===== config.mk =====
export PLATFORM = sky130hd
export DESIGN_NAME = fp32_to_int
export DESIGN_NICKNAME = d
export VERILOG_FILES = /design/src/rtl/fp32_to_int.sv
export SDC_FILE = /design/constraint.sdc
export NUM_CORES = 1
export LEC_CHECK = 0
export ABC_AREA = 1
export CELL_PAD_IN_SITES_DETAIL_PLACEMENT = 0
export CELL_PAD_IN_SITES_GLOBAL_PLACEMENT = 2
export CORE_ASPECT_RATIO = 1.75
export CORE_UTILIZATION = 28
export CTS_BUF_LIST = sky130_fd_sc_hd__clkbuf_4
export DETAILED_ROUTE_END_ITERATION = 10
export MAX_ROUTING_LAYER = met4
export PLACE_DENSITY_LB_ADDON = 0.08
export SLEW_MARGIN = 20
export SYNTH_ARGS = -nofsm -noshare
export SYNTH_HDL_FRONTEND = slang
export SYNTH_SLANG_ARGS = --single-unit

===== constraint.sdc =====
create_clock -name clk -period 1.8 [get_ports clk]
set_clock_uncertainty 0.2 [all_clocks]
set_input_delay 0.36 -clock clk [delete_from_list [all_inputs] [get_ports clk]]
set_output_delay 0.36 -clock clk [all_outputs]
set_load 0.05 [all_outputs]

===== src/rtl/fp32_to_int.sv =====
// fp32_to_int: sequential IEEE-754 single to signed 32-bit integer converter.
// The mantissa is aligned by a one-bit-per-cycle shifter. The result is truncated
// toward zero, and the Exception/Overflow/Underflow flags match the forward converter.
module fp32_to_int (
  input  logic        clk,
  input  logic        rst,
  input  logic [31:0] fp_in,
  input  logic        in_valid,
  output logic        in_ready,
  output logic [31:0] result,
  output logic        out_valid,
  input  logic        out_ready,
  output logic        Exception,
  output logic        Overflow,
  output logic        Underflow
);

  typedef enum logic [1:0] {StIdle, StShift, StPack, StDone} state_e;

  state_e      state_q, state_d;
  logic [31:0] work_q, work_d;
  logic [4:0]  cnt_q, cnt_d;
  logic        left_q, left_d;
  logic        sign_q, sign_d;
  logic        special_q, special_d;
  logic [31:0] spec_val_q, spec_val_d;
  logic        p_exc_q, p_exc_d;
  logic        p_ovf_q, p_ovf_d;
  logic        p_unf_q, p_unf_d;
  logic [31:0] result_q, result_d;
  logic        exc_q, exc_d;
  logic        ovf_q, ovf_d;
  logic        unf_q, unf_d;

  logic [7:0]  in_exp;
  logic [22:0] in_frac;
  logic        in_sign;
  logic [31:0] sat_val;
  logic        c_special, c_exc, c_ovf, c_unf, c_left;
  logic [31:0] c_val;
  logic [7:0]  c_shift;

  assign in_sign = fp_in[31];
  assign in_exp  = fp_in[30:23];
  assign in_frac = fp_in[22:0];
  assign sat_val = in_sign ? 32'h8000_0000 : 32'h7FFF_FFFF;

  // Classify the incoming float and derive the shift count and direction.
  always_comb begin
    c_special = 1'b0;
    c_val     = 32'h0;
    c_exc     = 1'b0;
    c_ovf     = 1'b0;
    c_unf     = 1'b0;
    c_left    = 1'b0;
    c_shift   = 8'd0;
    if (in_exp == 8'd255) begin
      c_special = 1'b1;
      c_exc     = 1'b1;
      if (in_frac == 23'd0) begin
        c_val = sat_val;
        c_ovf = 1'b1;
      end
    end else if (in_exp == 8'd0) begin
      c_special = 1'b1;
      c_unf     = (in_frac != 23'd0);
    end else if (in_exp <= 8'd126) begin
      c_special = 1'b1;
      c_unf     = 1'b1;
    end else if (in_exp >= 8'd158) begin
      c_special = 1'b1;
      // -2^31 is the only representable value at this magnitude.
      if (in_exp == 8'd158 && in_sign && in_frac == 23'd0) begin
        c_val = 32'h8000_0000;
      end else begin
        c_val = sat_val;
        c_ovf = 1'b1;
      end
    end else if (in_exp <= 8'd150) begin
      c_shift = 8'd150 - in_exp;
    end else begin
      c_left  = 1'b1;
      c_shift = in_exp - 8'd150;
    end
  end

  // Next-state logic for the control FSM and the datapath registers.
  always_comb begin
    state_d    = state_q;
    work_d     = work_q;
    cnt_d      = cnt_q;
    left_d     = left_q;
    sign_d     = sign_q;
    special_d  = special_q;
    spec_val_d = spec_val_q;
    p_exc_d    = p_exc_q;
    p_ovf_d    = p_ovf_q;
    p_unf_d    = p_unf_q;
    result_d   = result_q;
    exc_d      = exc_q;
    ovf_d      = ovf_q;
    unf_d      = unf_q;
    unique case (state_q)
      StIdle: begin
        if (in_valid) begin
          work_d     = {8'h00, 1'b1, in_frac};
          cnt_d      = c_shift[4:0];
          left_d     = c_left;
          sign_d     = in_sign;
          special_d  = c_special;
          spec_val_d = c_val;
          p_exc_d    = c_exc;
          p_ovf_d    = c_ovf;
          p_unf_d    = c_unf;
          state_d    = (c_shift != 8'd0) ? StShift : StPack;
        end
      end
      StShift: begin
        work_d = left_q ? {work_q[30:0], 1'b0} : {1'b0, work_q[31:1]};
        cnt_d  = cnt_q - 5'd1;
        if (cnt_q == 5'd1) state_d = StPack;
      end
      StPack: begin
        if (special_q)   result_d = spec_val_q;
        else if (sign_q) result_d = ~work_q + 32'd1;
        else             result_d = work_q;
        exc_d   = p_exc_q;
        ovf_d   = p_ovf_q;
        unf_d   = p_unf_q;
        state_d = StDone;
      end
      StDone: begin
        if (out_ready) state_d = StIdle;
      end
      default: state_d = StIdle;
    endcase
  end

  // State and datapath registers with synchronous reset.
  always_ff @(posedge clk) begin
    if (rst) begin
      state_q    <= StIdle;
      work_q     <= 32'h0;
      cnt_q      <= 5'd0;
      left_q     <= 1'b0;
      sign_q     <= 1'b0;
      special_q  <= 1'b0;
      spec_val_q <= 32'h0;
      p_exc_q    <= 1'b0;
      p_ovf_q    <= 1'b0;
      p_unf_q    <= 1'b0;
      result_q   <= 32'h0;
      exc_q      <= 1'b0;
      ovf_q      <= 1'b0;
      unf_q      <= 1'b0;
    end else begin
      state_q    <= state_d;
      work_q     <= work_d;
      cnt_q      <= cnt_d;
      left_q     <= left_d;
      sign_q     <= sign_d;
      special_q  <= special_d;
      spec_val_q <= spec_val_d;
      p_exc_q    <= p_exc_d;
      p_ovf_q    <= p_ovf_d;
      p_unf_q    <= p_unf_d;
      result_q   <= result_d;
      exc_q      <= exc_d;
      ovf_q      <= ovf_d;
      unf_q      <= unf_d;
    end
  end

  assign in_ready  = (state_q == StIdle);
  assign out_valid = (state_q == StDone);
  assign result    = result_q;
  assign Exception = exc_q;
  assign Overflow  = ovf_q;
  assign Underflow = unf_q;

endmodule


==> results of run 1 <==
[routing by layer]
| metal | track usage, % | wire length (um) |
|---|---|---|
| met1 | 20.8 | 7360 |
| met2 | 46.3 | 12600 |
| met3 | 3.15 | 611 |
| met4 | 15.4 | 1540 |
| met5 | - | 0 |
[state kept, by name, summed over array words and instances, names as in the netlist]
name,count
state_q,2
p_unf_q,1
p_ovf_q,1
special_q,1
sign_q,1
result,32
Overflow,1
Exception,1
p_exc_q,1
left_q,1
Underflow,1
cnt_q,5
spec_val_q,2
work_q,32
[layout by cell type (no fill, tap or decap), types with 27 or more instances in the layout]
cell / instances
nor2_1: 40
o21ai_0: 86
buf_4: 165
nand3_1: 67
a21oi_1: 74
buf_12: 46
inv_1: 48
nand2_1: 115
a21oi_2: 27
dfxtp_1: 74
[kinds of logic after synthesis]
kind of cell | after synthesis | synth area share [%]
simple gates | 321 | 29.1
compound gates | 234 | 25.8
buf+inv | 117 | 8.74
flops | 82 | 32.2
fa+ha+maj | 13 | 3.19
xor+xnor | 6 | 1.03
[through the flow]
stage | util (%) | hold WS [ps] | power, mW | TNS, ps | setup WS, ps
after floorplan | - | 245 | 7.08 | 0 | 5.97
after global placement | 43.7 | 253 | 11.4 | -15270 | -717
after CTS | 46.7 | 274 | 13.3 | -1390 | -130
final | 50.4 | 179 | 14.5 | -2320 | -103
after global routing | 50.4 | 143 | 15.4 | -6690 | -252
after detailed placement | 43.7 | 254 | 11.4 | -16550 | -730
[power breakdown]
group          leakage (nW)  internal [mW]  switching, mW
combinational          2.99           4.78           5.53
sequential            0.676           2.46          0.636
clock                0.0623          0.296          0.767
[worst max path at each step]
| stage | to | depth (start not counted) |
|---|---|---|
| floorplan | result[28] | 14 |
| global placement | state_q[0] | 13 |
| detailed placement | state_q[0] | 13 |
| CTS | result[25] | 11 |
| global route | result[25] | 11 |
| finish | work_q[31] | 9 |
[layout make-up]
type	count	share of cell area, %
Antenna cell	1	0.0282
Clock buffer	9	0.762
Inverter	73	3.17
Clock inverter	7	0.592
Tap cell	231	3.26
Multi-Input combinational cell	574	41.9
Sequential cell	82	18.6
Timing Repair inverter	1	0.127
Timing Repair Buffer	266	31.6
[critical path, stage by stage, from the launching register on]
cell and delay (ps):
dfxtp_4 420, inv_4 50, ha_4 170, buf_6 110, o21ai_4 210, clkinv_4 180, buf_6 160, buf_8 130
a31oi_4 140, a211oi_2 40
[what timing repair did]
| action | 4_1_cts | 5_1_grt |
|---|---|---|
| resized for setup | 95 | 112 |
| setup endpoints to repair | 59 | 54 |
| buffers inserted | 13 | 8 |
| cloned | 1 | 6 |
| pin swaps | 32 | 52 |
| hold buffers | 0 | 0 |
==> out/results.ini, run 1 <==
[status]
run_status=complete, but fails checks
violations=setup timing

[worst_setup_path]
cp-start-kind=flip-flop
endpoint_kind=flip-flop
critPathMaxFanout=7
critPathArrivalTime_ps=2050
crit_required_ps=1950
r2r_slack_ps=-100
rr_startpoint=state_q[0]
crit_start=state_q[0]
r2r_end=work_q[31]
r2r_cells=9
crit_type=reg -> reg

[logic_synthesis]
synth_warnings=0
syn_avg_cell_area_um2=6.59
synth.area.top_cells=dfxtp_1 32%, nand2_1 10%, a21oi_1 9.9%
synth_common_cells=140 x nand2_1, 101 x a21oi_1, 89 x o21ai_0, 84 x nand3_1, 82 x dfxtp_1
synth_cell_types=41
synthCells=773
synth-main-ff-cell=dfxtp_1
post-synth-top-count-cell=nand2_1
syn_area_um2=5090
syn-num-nets=822
synth-seq-cells=82
synth_edf_count=0
synth_top_area_share_pct=32.2
yosysTopAreaCell=dfxtp_1
synth-async-reset-ratio_pct=0
synth.yosys.seq_area_share_pct=32.2

[sta]
setup_slack_ps=-103
rsz0062_at_grt=yes
setup_violations=50
post-route-period-util_pct=106
worstMarginPinSlew_ps=516
final_max_slew_viol_count=0
fmax_mhz=525
hold_viol=0
period_minus_slack_ps=1900
relSlewSlack_pct=65.4

[die]
die_h_um=180
die_area_um2=18800
pin_count=73
row_count=64
die_w_um=104
core_um2=17600
floorplan.initialDensity_pct=28.9

[route]
vias_per_cell=5.11
drtAntennaViolNets=0
routedWlPerCell_um=17.7
wl_mm=22.1
drc_errors=0
drt_iter0_drc=268
vias=6362
first_pass_iters=4

[layout]
fill_cells=1796
fin_cells=1244
syn2layout_area_growth_pct=74.1
finalNetCount=1056
stdcell_area_um2=8870
drive_gt1_share_pct=42.8
seqCellArea_um2=1650
multi_input_area_um2=3710

[clock_tree]
path_clk_slew_ps=160
ctsRootBufferMaster=clkbuf_4
clock_path_buffers=2
cts.sinks=82
htree_levels=3
cts_tree=yes
cts_buffers=9
clock_latency_ps=440

[grt]
grtUsageTotal_pct=23.7
grt_max_degree=35
antenna_found_initial=1
grt_pass1_vias=6444
grt_pass1_wl_mm=33.5
grt_overflow=0

[min_path]
hold_start=fp_in[11]
hold_path_class=in -> reg
whs_path_depth=4
hold_end=work_q[11]

[power_and_ir_drop]
ir_drop_mv=0.794
pwr_density_cell_nw_per_um2=1630
p_leak_nw=3.73

[place]
port-buffer-count=72
gp_congestion=0.893
dpl-instance-area_um2=7700
dp_hpwl_mm=16.4
placed_cells=1201

[flow_run]
maxCapViolCount=0

Power figures use the tool's default switching activity.
==> run 2: changes to the inputs <==
CORE_UTILIZATION = 33   (was 28)
clock period = 2.3 ns   (was 1.8 ns; I/O delays follow)
==> out/results.ini, run 2 (synthesis gave the netlist of run 1 again) <==
[status]
run_status=complete, no violations  ; was complete, but fails checks

[worst_setup_path]
max_stage_delay_ps=360  ; was 420 ps
cp_slowest_cell=dfxtp_1  ; was dfxtp_4
cp-start-kind=flip-flop  ; unchanged
crit_type=reg -> reg  ; unchanged
critPathArrivalTime_ps=2360  ; was 2050 ps
critPathMaxFanout=7  ; unchanged
path_cells=inv_1 -> ha_1 -> nand3_1 -> inv_2 -> nand3b_1 -> nor2_1 -> nand2_1 -> nand2_1 -> nand3_1 -> nand2_1 -> nand3_1 -> a21oi_1  ; was inv_4 -> ha_4 -> buf_6 -> o21ai_4 -> clkinv_4 -> buf_6 -> buf_8 -> a31oi_4 -> a211oi_2
crit_buf_inv=2  ; was 5
crit_required_ps=2500  ; was 1950 ps
cp_top_family=simple AND/OR/NAND/NOR gates  ; was buffers and inverters
endpoint_kind=flip-flop  ; unchanged

[clock_tree]
cts_tree=yes  ; unchanged
path_clk_slew_ps=160  ; about the same
hold_buffers=0  ; unchanged
clock_latency_ps=460  ; was 440 ps
clock_path_buffers=2  ; unchanged
cts.sinks=82  ; unchanged
cts_buffers=9  ; unchanged
htree_levels=3  ; unchanged
ctsRootBufferMaster=clkbuf_4  ; unchanged

[grt]
grt_pass1_vias=5759  ; was 6444
grt_overflow=0  ; unchanged
grt_max_degree=54  ; was 35
gr-usage-met3_pct=3.02  ; was 3.15%
grt_use_met1_pct=24.2  ; was 20.8%
grtUsageTotal_pct=25.5  ; was 23.7%
met2_usage_pct=48.0  ; was 46.3%
grt-busiest-layer=met2  ; unchanged
antenna_found_initial=1  ; unchanged
grt_pass1_wl_mm=30.1  ; was 33.5 mm

[die]
die_w_um=95.9  ; was 104 um
row_count=59  ; was 64
core_um2=15000  ; was 17600 um^2
floorplan.initialDensity_pct=34.0  ; was 28.9%
die_h_um=166  ; was 180 um
pin_count=73  ; unchanged
die_area_um2=16000  ; was 18800 um^2

[route]
drtAntennaViolNets=0  ; unchanged
routedWlPerCell_um=17.5  ; was 17.7 um
drt_iter0_drc=278  ; was 268
vias_per_cell=5.34  ; was 5.11
vias=5718  ; was 6362
first_pass_iters=5  ; was 4
drc_errors=0  ; unchanged
wl_mm=18.7  ; was 22.1 mm

[place]
port-buffer-count=72  ; unchanged
dpl_worst_slack_ps=-333  ; was -730 ps
dp_hpwl_mm=14.3  ; was 16.4 mm
gp_congestion=0.860  ; was 0.893

[min_path]
hold_path_class=reg -> reg  ; was in -> reg

[layout]
final_cell_mix=139 x nand2_1, 100 x a21oi_1, 89 x o21ai_0  ; was 165 x buf_4, 115 x nand2_1, 86 x o21ai_0
syn2layout_area_growth_pct=29.7  ; was 74.1%
seqCellArea_um2=1640  ; was 1650 um^2
finalNetCount=931  ; was 1056
multi_input_area_um2=3020  ; was 3710 um^2
final_common_cell=nand2_1  ; was buf_4
drive_gt1_share_pct=14.8  ; was 42.8%
fill_cells=1608  ; was 1796

[sta]
final_max_slew_viol_count=0  ; unchanged
post-route-period-util_pct=93.7  ; was 106%
setup_slack_ps=145  ; was -103 ps
setup_violations=0  ; was 50
worstMarginPinSlew_ps=545  ; was 516 ps
period_minus_slack_ps=2160  ; was 1900 ps
fmax_mhz=464  ; was 525 MHz
holdWs_ps=284  ; was 179 ps
hold_viol=0  ; unchanged
relSlewSlack_pct=63.6  ; was 65.4%
rsz0062_at_grt=yes  ; unchanged

[power_and_ir_drop]
pwr_density_cell_nw_per_um2=1240  ; was 1630 nW/um^2
ir_drop_mv=0.658  ; was 0.794 mV
p_leak_nw=2.98  ; was 3.73 nW
power.total_mw=8.20  ; was 14.5 mW

[flow_run]
maxCapViolCount=0  ; unchanged

[run 2: timing repair]
item                                    4_1_cts  5_1_grt
setup buffers                                 0        0
gates resized for setup                      32        7
endpoints found under the setup margin       32        8
pin swaps                                     0        0
[run 2: per-stage QoR]
step	area (um^2)	setup TNS [ps]	instances	utilization, %
3_5_place_dp	6430	-2540	1054	42.9
2_1_floorplan	5090	0	773	-
4_1_cts	6590	0	1070	44.0
3_3_place_gp	6430	-2260	1054	42.9
6_report	6610	0	1071	44.1
5_1_grt	6610	-31.4	1071	44.1
[run 2: where the power goes]
part / total, mW / switching (mW) / leakage, nW / internal [mW]
Combinational: 4.72 / 3.22 / 2.20 / 1.49
Sequential: 2.32 / 0.410 / 0.674 / 1.91
Clock: 1.17 / 0.598 / 0.103 / 0.569
Total: 8.20 / 4.23 / 2.98 / 3.97
[run 2: tightest hold or removal path, stage by stage (launching register included)]
cell and delay, ps:
dfxtp_1 350, nand2_1 60, a21oi_1 60
[run 2: final timing paths]
kind / endpoint / slack (ps) / cells past startpoint / start
hold reg to reg: result[31] / 280 / 2 / result[31]
setup reg to reg: result[30] / 140 / 12 / work_q[0]
setup / recovery: result[30] / 140 / 12 / work_q[0]
hold / removal: result[31] / 280 / 2 / result[31]
[run 2: layer usage]
layer	up-vias	share of wire, %
met1	2643	36
met2	141	56
li1	2885	-
met3	49	2.8
met5	-	0
met4	0	5.3
[run 2: area by class of cell]
cell class	instances	share of cell area, %
well taps	183	3.46
multi-input cells	574	45.7
diodes	1	0.0379
clock buffers	9	1.02
clock inverters	7	1.93
repair buffers	142	18.9
inverters	73	4.15
flip-flops and latches	82	24.8
==> run 3: changes to the inputs <==
CAP_MARGIN = 20   (was default)
==> results of run 3 <==
The final DEF is identical to that of run 2; final timing and power are the same.
